--- src/rtl/dphy_pkg.sv ---
// rtl/dphy_pkg.sv - shared constants for the D-PHY LP receive lane
package dphy_pkg;

  localparam logic [1:0] LP_00 = 2'b00;
  localparam logic [1:0] LP_01 = 2'b01;
  localparam logic [1:0] LP_10 = 2'b10;
  localparam logic [1:0] LP_11 = 2'b11;

  localparam logic [3:0] ST_STOP      = 4'd0;
  localparam logic [3:0] ST_HS_RQST   = 4'd1;
  localparam logic [3:0] ST_HS_ACTIVE = 4'd2;
  localparam logic [3:0] ST_ESC_RQST  = 4'd3;
  localparam logic [3:0] ST_ESC_GO    = 4'd4;
  localparam logic [3:0] ST_ESC_ACK   = 4'd5;
  localparam logic [3:0] ST_ESC_SPACE = 4'd6;
  localparam logic [3:0] ST_ESC_MARK  = 4'd7;
  localparam logic [3:0] ST_ERR       = 4'd8;

  localparam int LP_FILTER_CYCLES_DEFAULT = 4;

endpackage

--- src/rtl/dphy_lp_filter.sv ---
// rtl/dphy_lp_filter.sv - LP line synchronizer, optional P/N swap and deglitch filter
module dphy_lp_filter
  import dphy_pkg::*;
#(
  parameter int g_sync_stages   = 2,
  parameter int g_filter_cycles = LP_FILTER_CYCLES_DEFAULT
) (
  input  logic       clk_i,
  input  logic       rst_i,
  input  logic       lp_rxp_i,
  input  logic       lp_rxn_i,
  input  logic       lane_invert_i,
  output logic [1:0] fs_o,
  output logic       fs_chg_o
);

  localparam logic [3:0] FILT_N = 4'(g_filter_cycles);

  logic [g_sync_stages-1:0] p_sync_q, p_sync_d;
  logic [g_sync_stages-1:0] n_sync_q, n_sync_d;
  logic [1:0] smp;
  logic [1:0] cand_q, cand_d;
  logic [1:0] fs_q, fs_d;
  logic [3:0] cnt_q, cnt_d;
  logic [3:0] cnt_nxt;
  logic       chg_q, chg_d;

  always_comb begin
    p_sync_d = {p_sync_q[g_sync_stages-2:0], lp_rxp_i};
    n_sync_d = {n_sync_q[g_sync_stages-2:0], lp_rxn_i};
    smp      = lane_invert_i ? {n_sync_q[g_sync_stages-1], p_sync_q[g_sync_stages-1]}
                             : {p_sync_q[g_sync_stages-1], n_sync_q[g_sync_stages-1]};
    cand_d   = cand_q;
    cnt_d    = cnt_q;
    fs_d     = fs_q;
    chg_d    = 1'b0;
    cnt_nxt  = 4'd0;
    if (smp == fs_q) begin
      cnt_d = 4'd0;
    end else begin
      // A sample that disagrees with the running candidate restarts the count
      cnt_nxt = (cnt_q == 4'd0 || smp != cand_q) ? 4'd1 : cnt_q + 4'd1;
      cand_d  = smp;
      if (cnt_nxt >= FILT_N) begin
        fs_d  = smp;
        cnt_d = 4'd0;
        chg_d = 1'b1;
      end else begin
        cnt_d = cnt_nxt;
      end
    end
  end

  always_ff @(posedge clk_i or posedge rst_i) begin
    if (rst_i) begin
      p_sync_q <= '1;
      n_sync_q <= '1;
      cand_q   <= LP_11;
      fs_q     <= LP_11;
      cnt_q    <= 4'd0;
      chg_q    <= 1'b0;
    end else begin
      p_sync_q <= p_sync_d;
      n_sync_q <= n_sync_d;
      cand_q   <= cand_d;
      fs_q     <= fs_d;
      cnt_q    <= cnt_d;
      chg_q    <= chg_d;
    end
  end

  assign fs_o     = fs_q;
  assign fs_chg_o = chg_q;

endmodule

--- src/rtl/dphy_lp_rx_lane.sv ---
// rtl/dphy_lp_rx_lane.sv - D-PHY data lane LP receiver: LP state FSM, HS entry and LPDT byte decode
module dphy_lp_rx_lane
  import dphy_pkg::*;
#(
  parameter int g_sync_stages   = 2,
  parameter int g_filter_cycles = LP_FILTER_CYCLES_DEFAULT
) (
  input  logic       clk_i,
  input  logic       rst_i,
  input  logic       lp_rxp_i,
  input  logic       lp_rxn_i,
  input  logic       lane_invert_i,
  output logic [7:0] lp_data_o,
  output logic       lp_valid_o,
  output logic       lpdt_active_o,
  output logic       lpdt_done_o,
  output logic       hs_active_o,
  output logic       stop_o,
  output logic       err_o,
  output logic [1:0] line_state_o
);

  logic [1:0] fs;
  logic       fs_chg;

  dphy_lp_filter #(
    .g_sync_stages  (g_sync_stages),
    .g_filter_cycles(g_filter_cycles)
  ) u_filter (
    .clk_i        (clk_i),
    .rst_i        (rst_i),
    .lp_rxp_i     (lp_rxp_i),
    .lp_rxn_i     (lp_rxn_i),
    .lane_invert_i(lane_invert_i),
    .fs_o         (fs),
    .fs_chg_o     (fs_chg)
  );

  logic [3:0] state_q, state_d;
  logic       bit_q, bit_d;
  logic [2:0] bit_cnt_q, bit_cnt_d;
  logic [7:0] shreg_q, shreg_d;
  logic [7:0] data_q, data_d;
  logic       valid_q, valid_d;
  logic       done_q, done_d;
  logic       err_q, err_d;
  logic       hs_q, hs_d;
  logic       stop_q, stop_d;
  logic       lpdt_q, lpdt_d;

  always_comb begin
    state_d   = state_q;
    bit_d     = bit_q;
    bit_cnt_d = bit_cnt_q;
    shreg_d   = shreg_q;
    data_d    = data_q;
    valid_d   = 1'b0;
    done_d    = 1'b0;
    err_d     = 1'b0;
    if (fs_chg) begin
      case (state_q)
        ST_STOP: begin
          if (fs == LP_01)      state_d = ST_HS_RQST;
          else if (fs == LP_10) state_d = ST_ESC_RQST;
          else if (fs == LP_00) begin state_d = ST_ERR; err_d = 1'b1; end
        end
        ST_HS_RQST: begin
          if (fs == LP_00)      state_d = ST_HS_ACTIVE;
          else if (fs == LP_11) state_d = ST_STOP;
          else if (fs == LP_10) begin state_d = ST_ERR; err_d = 1'b1; end
        end
        ST_HS_ACTIVE: begin
          if (fs == LP_11) state_d = ST_STOP;
        end
        ST_ESC_RQST: begin
          if (fs == LP_00)      state_d = ST_ESC_GO;
          else if (fs == LP_11) state_d = ST_STOP;
          else if (fs == LP_01) begin state_d = ST_ERR; err_d = 1'b1; end
        end
        ST_ESC_GO: begin
          if (fs == LP_01)      state_d = ST_ESC_ACK;
          else if (fs == LP_11) state_d = ST_STOP;
          else if (fs == LP_10) begin state_d = ST_ERR; err_d = 1'b1; end
        end
        ST_ESC_ACK: begin
          if (fs == LP_00)      state_d = ST_ESC_SPACE;
          else if (fs == LP_11) state_d = ST_STOP;
          else if (fs == LP_10) begin state_d = ST_ERR; err_d = 1'b1; end
        end
        ST_ESC_SPACE: begin
          if (fs == LP_10)      begin state_d = ST_ESC_MARK; bit_d = 1'b1; end
          else if (fs == LP_01) begin state_d = ST_ESC_MARK; bit_d = 1'b0; end
          else if (fs == LP_11) begin state_d = ST_STOP; err_d = 1'b1; end
        end
        ST_ESC_MARK: begin
          if (fs == LP_00) begin
            shreg_d   = {shreg_q[6:0], bit_q};
            bit_cnt_d = bit_cnt_q + 3'd1;
            if (bit_cnt_q == 3'd7) begin
              data_d  = {shreg_q[6:0], bit_q};
              valid_d = 1'b1;
            end
            state_d = ST_ESC_SPACE;
          end else if (fs == LP_11) begin
            // Only a mark-one followed by 11 on a byte boundary is a clean exit
            if (bit_q && bit_cnt_q == 3'd0) done_d = 1'b1;
            else                            err_d  = 1'b1;
            state_d = ST_STOP;
          end else begin
            err_d   = 1'b1;
            state_d = ST_ERR;
          end
        end
        ST_ERR: begin
          if (fs == LP_11) state_d = ST_STOP;
        end
        default: state_d = ST_STOP;
      endcase
    end
    if (state_d != ST_ESC_SPACE && state_d != ST_ESC_MARK) begin
      shreg_d   = 8'd0;
      bit_cnt_d = 3'd0;
    end
    hs_d   = (state_d == ST_HS_ACTIVE);
    stop_d = (state_d == ST_STOP);
    lpdt_d = (state_d == ST_ESC_SPACE) || (state_d == ST_ESC_MARK);
  end

  always_ff @(posedge clk_i or posedge rst_i) begin
    if (rst_i) begin
      state_q   <= ST_STOP;
      bit_q     <= 1'b0;
      bit_cnt_q <= 3'd0;
      shreg_q   <= 8'd0;
      data_q    <= 8'd0;
      valid_q   <= 1'b0;
      done_q    <= 1'b0;
      err_q     <= 1'b0;
      hs_q      <= 1'b0;
      stop_q    <= 1'b1;
      lpdt_q    <= 1'b0;
    end else begin
      state_q   <= state_d;
      bit_q     <= bit_d;
      bit_cnt_q <= bit_cnt_d;
      shreg_q   <= shreg_d;
      data_q    <= data_d;
      valid_q   <= valid_d;
      done_q    <= done_d;
      err_q     <= err_d;
      hs_q      <= hs_d;
      stop_q    <= stop_d;
      lpdt_q    <= lpdt_d;
    end
  end

  assign lp_data_o     = data_q;
  assign lp_valid_o    = valid_q;
  assign lpdt_active_o = lpdt_q;
  assign lpdt_done_o   = done_q;
  assign hs_active_o   = hs_q;
  assign stop_o        = stop_q;
  assign err_o         = err_q;
  assign line_state_o  = fs;

endmodule

--- config.mk ---
export PLATFORM = sky130hd
export DESIGN_NAME = dphy_lp_rx_lane
export DESIGN_NICKNAME = d
export VERILOG_FILES = /design/src/rtl/dphy_pkg.sv /design/src/rtl/dphy_lp_filter.sv /design/src/rtl/dphy_lp_rx_lane.sv
export SDC_FILE = /design/constraint.sdc
export NUM_CORES = 1
export LEC_CHECK = 0
export BUFFER_PORTS_ARGS = -buffer_cell sky130_fd_sc_hd__buf_4
export CAP_MARGIN = 10
export CELL_PAD_IN_SITES_DETAIL_PLACEMENT = 1
export CELL_PAD_IN_SITES_GLOBAL_PLACEMENT = 1
export CORE_UTILIZATION = 40
export DETAILED_ROUTE_END_ITERATION = 16
export HOLD_SLACK_MARGIN = 0.08
export PLACE_DENSITY = 0.73
export SLEW_MARGIN = 10
export SYNTH_ARGS = -nofsm -noshare
export SYNTH_HDL_FRONTEND = slang
export SYNTH_SLANG_ARGS = --single-unit
--- constraint.sdc ---
create_clock -name clk_i -period 6.4 [get_ports clk_i]
set_input_delay 0.96 -clock clk_i [delete_from_list [all_inputs] [get_ports clk_i]]
set_output_delay 0.96 -clock clk_i [all_outputs]
set_load 0.02 [all_outputs]
# Word level (Yosys, flattened, before mapping)
# Index checks and enable logic that the tools add are counted.
dict set report totals {
  in_bits 5
  regBits 42
}
dict set report classes {
  add_sub_neg 2
  eq_ne 19
  n_mux 61
  order_cmp 1
  reduce_logical 19
  bitwise 1
}
# cell n
set ops {}
lappend ops {{$mux W4} 20}
lappend ops {{$pmux W4 S8} 1}
lappend ops {{$mux W1} 30}
lappend ops {{$mux W7} 4}
lappend ops {{$eq A4 B3 Y1 const B} 6}
lappend ops {{$eq A4 B2 Y1 const B} 3}
lappend ops {{$logic_not A4 Y1} 3}
lappend ops {{$mux W3} 4}
lappend ops {{$ne A4 B3 Y1 const B} 2}
lappend ops {{$reduce_bool A2 Y1} 4}
lappend ops {{$pmux W1 S6} 1}
lappend ops {{$reduce_and A3 Y1} 2}
lappend ops {{$add A4 B1 Y4 const B} 1}
lappend ops {{$eq A2 B2 Y1 const B} 2}
lappend ops {{$eq A4 B1 Y1 const B} 1}
lappend ops {{$eq A4 B4 Y1 const B} 1}
lappend ops {{$ge A4 B3 Y1 const B} 1}
lappend ops {{$reduce_and A4 Y1} 1}
lappend ops {{$reduce_or A2 Y1} 2}
lappend ops {{$add A3 B1 Y3 const B} 1}
lappend ops {{$eq A3 B3 Y1 const B} 1}
lappend ops {{$logic_not A3 Y1} 1}
lappend ops {{$eq A2 B1 Y1 const B} 1}
lappend ops {{$eq A2 B2 Y1} 1}
lappend ops {{other kinds (7)} 9}

# Depth between registers and ports, before layout
dict set report depth {
  ltp_word 10
  mapped_depth 11
  ltp_nobuf 8
}

# By module
# From an unflattened synthesis, not the netlist that was laid out.
dict set report hier_totals {
  cells_unflattened 210
  area_unflattened_um2 2437.3
}
# module area_each_um2 n_inst cells_per_inst
set by_module_without_submodules {}
lappend by_module_without_submodules {dphy_lp_rx_lane 1803.0 1 160}
lappend by_module_without_submodules {dphy_lp_filter 634.4 1 50}

# Least setup slack after synthesis
# Ideal clock, no wire load.
dict set report synth_path {
  path_type {register to register}
  startpoint {reg u_filter.fs_q[1] (netlist: u_filter.fs_o[1])}
  endpoint {reg bit_cnt_q[0]}
  path_stages_with_launch 11
  required_ps 6304
  path_slack_ps 4068
  arrival_time_ps 2237
  cell_sequence {dfstp_2 -> buf_4 -> inv_1 -> ha_1 -> buf_2 -> nor4b_2 -> a21oi_1 -> o311ai_2 -> a22oi_2 -> buf_6 -> nor4_2}
}
dict set report synth_between {
  elab_chain_cells 10
  elab_cells_between_ends 30
}
# element line
set synth_rtl {}
lappend synth_rtl {{start: declaration} dphy_lp_filter.sv:23} ;# logic [1:0] fs_q, fs_d;
lappend synth_rtl {{start signal: assignment} dphy_lp_filter.sv:66} ;# fs_q <= fs_d;
lappend synth_rtl {{$eq A2 B2 Y1, or another cell as far along} --}
lappend synth_rtl {{$mux W4 (on tied branches) (2 in series)} --}
lappend synth_rtl {{$mux W4, or another cell as far along} dphy_lp_rx_lane.sv:91} ;# if (fs == LP_10) begin state_d = ST_ESC_MARK; bit_d = 1'b1; end
lappend synth_rtl {{$pmux W4 S8} dphy_lp_rx_lane.sv:61} ;# case (state_q)
lappend synth_rtl {{$mux W4} dphy_lp_rx_lane.sv:60} ;# if (fs_chg) begin
lappend synth_rtl {{$ne A4 B3 Y1} dphy_lp_rx_lane.sv:120} ;# if (state_d != ST_ESC_SPACE && state_d != ST_ESC_MARK) begin
lappend synth_rtl {{$logic_and A1 B1 Y1} dphy_lp_rx_lane.sv:120}
lappend synth_rtl {{$reduce_bool A2 Y1 (no line)} --}
lappend synth_rtl {{$reduce_and A3 Y1 (no line)} --}
lappend synth_rtl {{end signal: assignment} dphy_lp_rx_lane.sv:145} ;# bit_cnt_q <= bit_cnt_d;
lappend synth_rtl {{end: declaration} dphy_lp_rx_lane.sv:41} ;# logic [2:0] bit_cnt_q, bit_cnt_d;
# Parallel ways exist; a longest one is shown, timed or not.
# A chain may end at the register's enable or synchronous reset.

# Worst setup path after layout
dict set report layout_path {
  startpoint {reg u_filter.fs_q[1] (netlist: u_filter.fs_o[1])}
  endpoint {reg bit_cnt_q[1]}
}
# The elaborated chain is that of the path after synthesis.

==> impl_metrics.csv <==
group,metric,value,unit
clock_tree,root_buffer,"clkbuf_8",
sta,finalCriticalPeriod,2.751,ns
placed_design,place_congestion,0.8212,
pwr,p_leak,1.176,nW
logic_synthesis,synthArstFlopShare,100.0,%
pwr,p_per_area,352.6,nW/um^2
setup_path,crit_path_cell_trace,"inv_1 > ha_1 > nor4b_2 > a21oi_1 > o311ai_2 > a22oi_2 > nor4_1",
placed_design,io_buffer_count,20,
logic_synthesis,ys.warnings.count,0,
layout,register_area,1062,um^2
clock_tree,cts_sinks,42,
outcome,outcome,"finished, final reports clean",
setup_path,path_class,"register to register",
die,die_x,80.72,um
sta,worst_slack,3.649,ns
routing,drt_iter0_drc,61,
global_route,grt_pass1_wl,8707,um
routing,drc,0,
logic_synthesis,synth_seq_cells,42,
clock_tree,htreeDepth,2,
sta,slew_headroom,46.46,%
pwr,intPower,572.0,uW
clock_tree,clkTransAtPathRegs,0.08,ns
die,die_h,80.72,um
layout,nFillCells,688,
logic_synthesis,synth-edff-count,0,
placed_design,place_ws,3.619,ns
setup_path,cp-start-kind,"register",
routing,drt-wirelength-per-cell,16.04,um
logic_synthesis,ys_types,56,
global_route,grt_use_total,17.59,%
setup_path,max_stage_delay,0.71,ns
logic_synthesis,avgSynthCellArea,11.07,um^2
logic_synthesis,synthFlopType,"dfrtp_1",
pwr,combPwrFrac,37.4,%
clock_tree,ctsHoldBuffers,0,
sta,rsz0062_at_grt,"no",
sta,skew,0.004069,ns
die,dieArea,6516,um^2
sta,fin_setup_tns,0,ns
sta,fin_crit_sh,42.98,%
layout,diodes,0,
sta,hold_viol,0,
die,io_pins,21,
setup_path,worstSetupEndpointType,"register",
pwr,power_frac_seq,40.7,%
die,start_util,41.62,%
sta,worst_slew_pin_slew,0.8031,ns
clock_tree,numCtsBuffers,5,
logic_synthesis,ys_seq_area_share,42.86,%
sta,setup_viol,0,
layout,area_growth,10.30,%
layout,final_util,45.90,%
routing,vias,1709,
routing,first_pass_iters,4,
global_route,grt-ovfl-total,0,
placed_design,hpwlAfterDp,3567,um
logic_synthesis,yosysTopAreaCell,"dfrtp_1",
layout,drive_gt1_share,31.95,%
setup_path,cp_max_fo,17,
logic_synthesis,synth_top_cell_area_share,33.32,%
pwr,pwr-share-clk,21.9,%
worst_hold_path,hold_path.class,"register to register",
pwr,swShare,40.67,%
layout,nets,258,
die,std_cell_rows,28,
logic_synthesis,synthTopCellsByArea,"dfrtp_1, dfstp_2, ha_1",
clock_tree,postCtsSetupRepairBufs,0,
clock_tree,cts_resized,0,
setup_path,crit_family,"simple AND/OR/NAND/NOR gates",
setup_path,required,6.58,ns
clock_tree,clockBufferDepth,2,
sta,max_freq,363.6,MHz
sta,maxSlewViolCount,0,
setup_path,worstPathBufferInverterCount,1,
setup_path,worstPathArrival,2.93,ns
die,core,5956,um^2
logic_synthesis,synthCells,224,
routing,postRouteAntennaNets,0,
logic_synthesis,synth_area,2479,um^2
setup_path,rrSetupSlack,3.65,ns
layout,multiInputGateArea,1225,um^2
routing,drt_wl_total,5069,um
run,cap_violations,0,
pwr,peakVddDrop,155.3,uV
pwr,p_sw,392.0,uW
global_route,first_global_vias,1711,
routing,vias_per_cell,5.408,
global_route,grt_antenna_before_repair,0,
clock_tree,clkLatencyLatePin,0.29,ns
clock_tree,cts_tree,"done",
setup_path,slowest_stage,"dfstp_2",
global_route,grt_max_degree,43,
-- cells in the mapped netlist (2+ instances only) --
cell	count
a21oi_1	4
a31oi_1	3
and3b_1	2
and4_1	2
buf_2	3
buf_4	3
buf_6	7
dfrtp_1	33
dfstp_2	9
ha_1	13
inv_1	17
inv_2	3
mux2_2	14
mux2i_1	11
nand2_1	13
nand2b_1	2
nand3_1	5
nand3b_1	2
nor2_1	12
nor2b_1	2
nor3_1	7
nor4_2	9
nor4bb_1	4
o211ai_1	5
o21ai_0	5
o21ai_1	3
o221ai_1	2
-- path summary, 6_finish.rpt --
path	to	startpoint	cells past startpoint
worst min-delay path	u_filter.n_sync_q[1]$_DFF_PP1_	u_filter.n_sync_q[0]$_DFF_PP1_	0
min in group asynchronous	lp_data_o[2]$_DFFE_PP0P_	rst_i	3
max in group asynchronous	stop_o$_DFF_PP1_	rst_i	3
worst max register to register	bit_cnt_q[1]$_DFFE_PP0P_	u_filter.fs_o[1]$_DFFE_PP1P_	7
worst min register to register	u_filter.n_sync_q[1]$_DFF_PP1_	u_filter.n_sync_q[0]$_DFF_PP1_	0
worst max-delay path	bit_cnt_q[1]$_DFFE_PP0P_	u_filter.fs_o[1]$_DFFE_PP1P_	7
-- state kept, by name, summed over array words and instances (netlist names), 2 cells and up --
name / flops
u_filter.n_sync_q: 2
lp_data_o: 8
u_filter.fs_o: 2
shreg_q: 7
u_filter.p_sync_q: 2
state_q: 4
u_filter.cnt_q: 4
u_filter.cand_q: 2
bit_cnt_q: 3
-- metrics by stage --
stage / cell area, um^2 / hold WS, ns / std cells / power (mW)
floorplan: 2482 / 0.3452 / 225 / 0.6927
global placement: 2621 / 0.3474 / 308 / 0.7514
detailed placement: 2621 / 0.3469 / 308 / 0.7616
CTS: 2734 / 0.3622 / 316 / 0.9759
global route: 2734 / 0.3720 / 316 / 1.033
finish: 2734 / 0.3613 / 316 / 0.9640
-- metal layers --
metal / routed length, um / vias up / share of wire (%) / GRT usage, %
met5: 0 / - / 0 / 0
met4: 37 / 0 / 0.73 / 3.929
met3: 146 / 5 / 2.9 / 4.886
met2: 2535 / 25 / 50 / 28.47
met1: 2350 / 851 / 46 / 23.36
li1: - / 828 / - / -
-- placed cells by master (no fill, tap or decap), types with 2 or more instances in the layout --
cell and count:
dfstp_2 9, o221ai_1 2, a21oi_1 4, nor4bb_1 4
ha_1 13, a31oi_1 3, inv_1 16, conb_1 2
nand2_1 13, nand2b_1 2, and3b_1 2, o21ai_0 5
nor2_1 12, inv_2 3, mux2_2 14, nand3_1 5
o21ai_1 3, clkbuf_8 5, dfrtp_1 33, and4_1 2
nand3b_1 2, nor3_1 7, o211ai_1 5, buf_4 22
nor2b_1 2, mux2i_1 11, nor4_2 9
-- cell type report --
cell class / count / area share [%]
Inverter: 20 / 2.746
Multi-Input combinational cell: 149 / 44.81
Tap cell: 75 / 3.432
Clock inverter: 3 / 1.602
Sequential cell: 42 / 38.86
Timing Repair Buffer: 22 / 6.041
Clock buffer: 5 / 2.517
-- power groups by stage --
stage	registers (mW)	logic, mW	clock network [mW]
floorplan	0.362	0.331	0
CTS	0.393	0.364	0.218
global route	0.405	0.400	0.228
global placement	0.396	0.356	0
finish	0.392	0.361	0.212
detailed placement	0.398	0.363	0
-- cell families (layout without fill, tap and decap cells) --
| family | after synthesis | count (layout) | synth area share, % |
|---|---|---|---|
| AO/OA/AOI/OAI | 34 | 34 | 10.80 |
| adder cells (fa/ha/maj) | 13 | 13 | 6.563 |
| other | 1 | 2 | 0.1513 |
| XOR/XNOR | 2 | 2 | 0.7068 |
| buffers and inverters | 34 | 50 | 7.875 |
| flip-flops | 42 | 42 | 42.86 |
| AND/OR/NAND/NOR | 73 | 73 | 20.24 |
| multiplexers | 25 | 25 | 10.80 |
No activity file was read; power rests on OpenSTA's default activity.
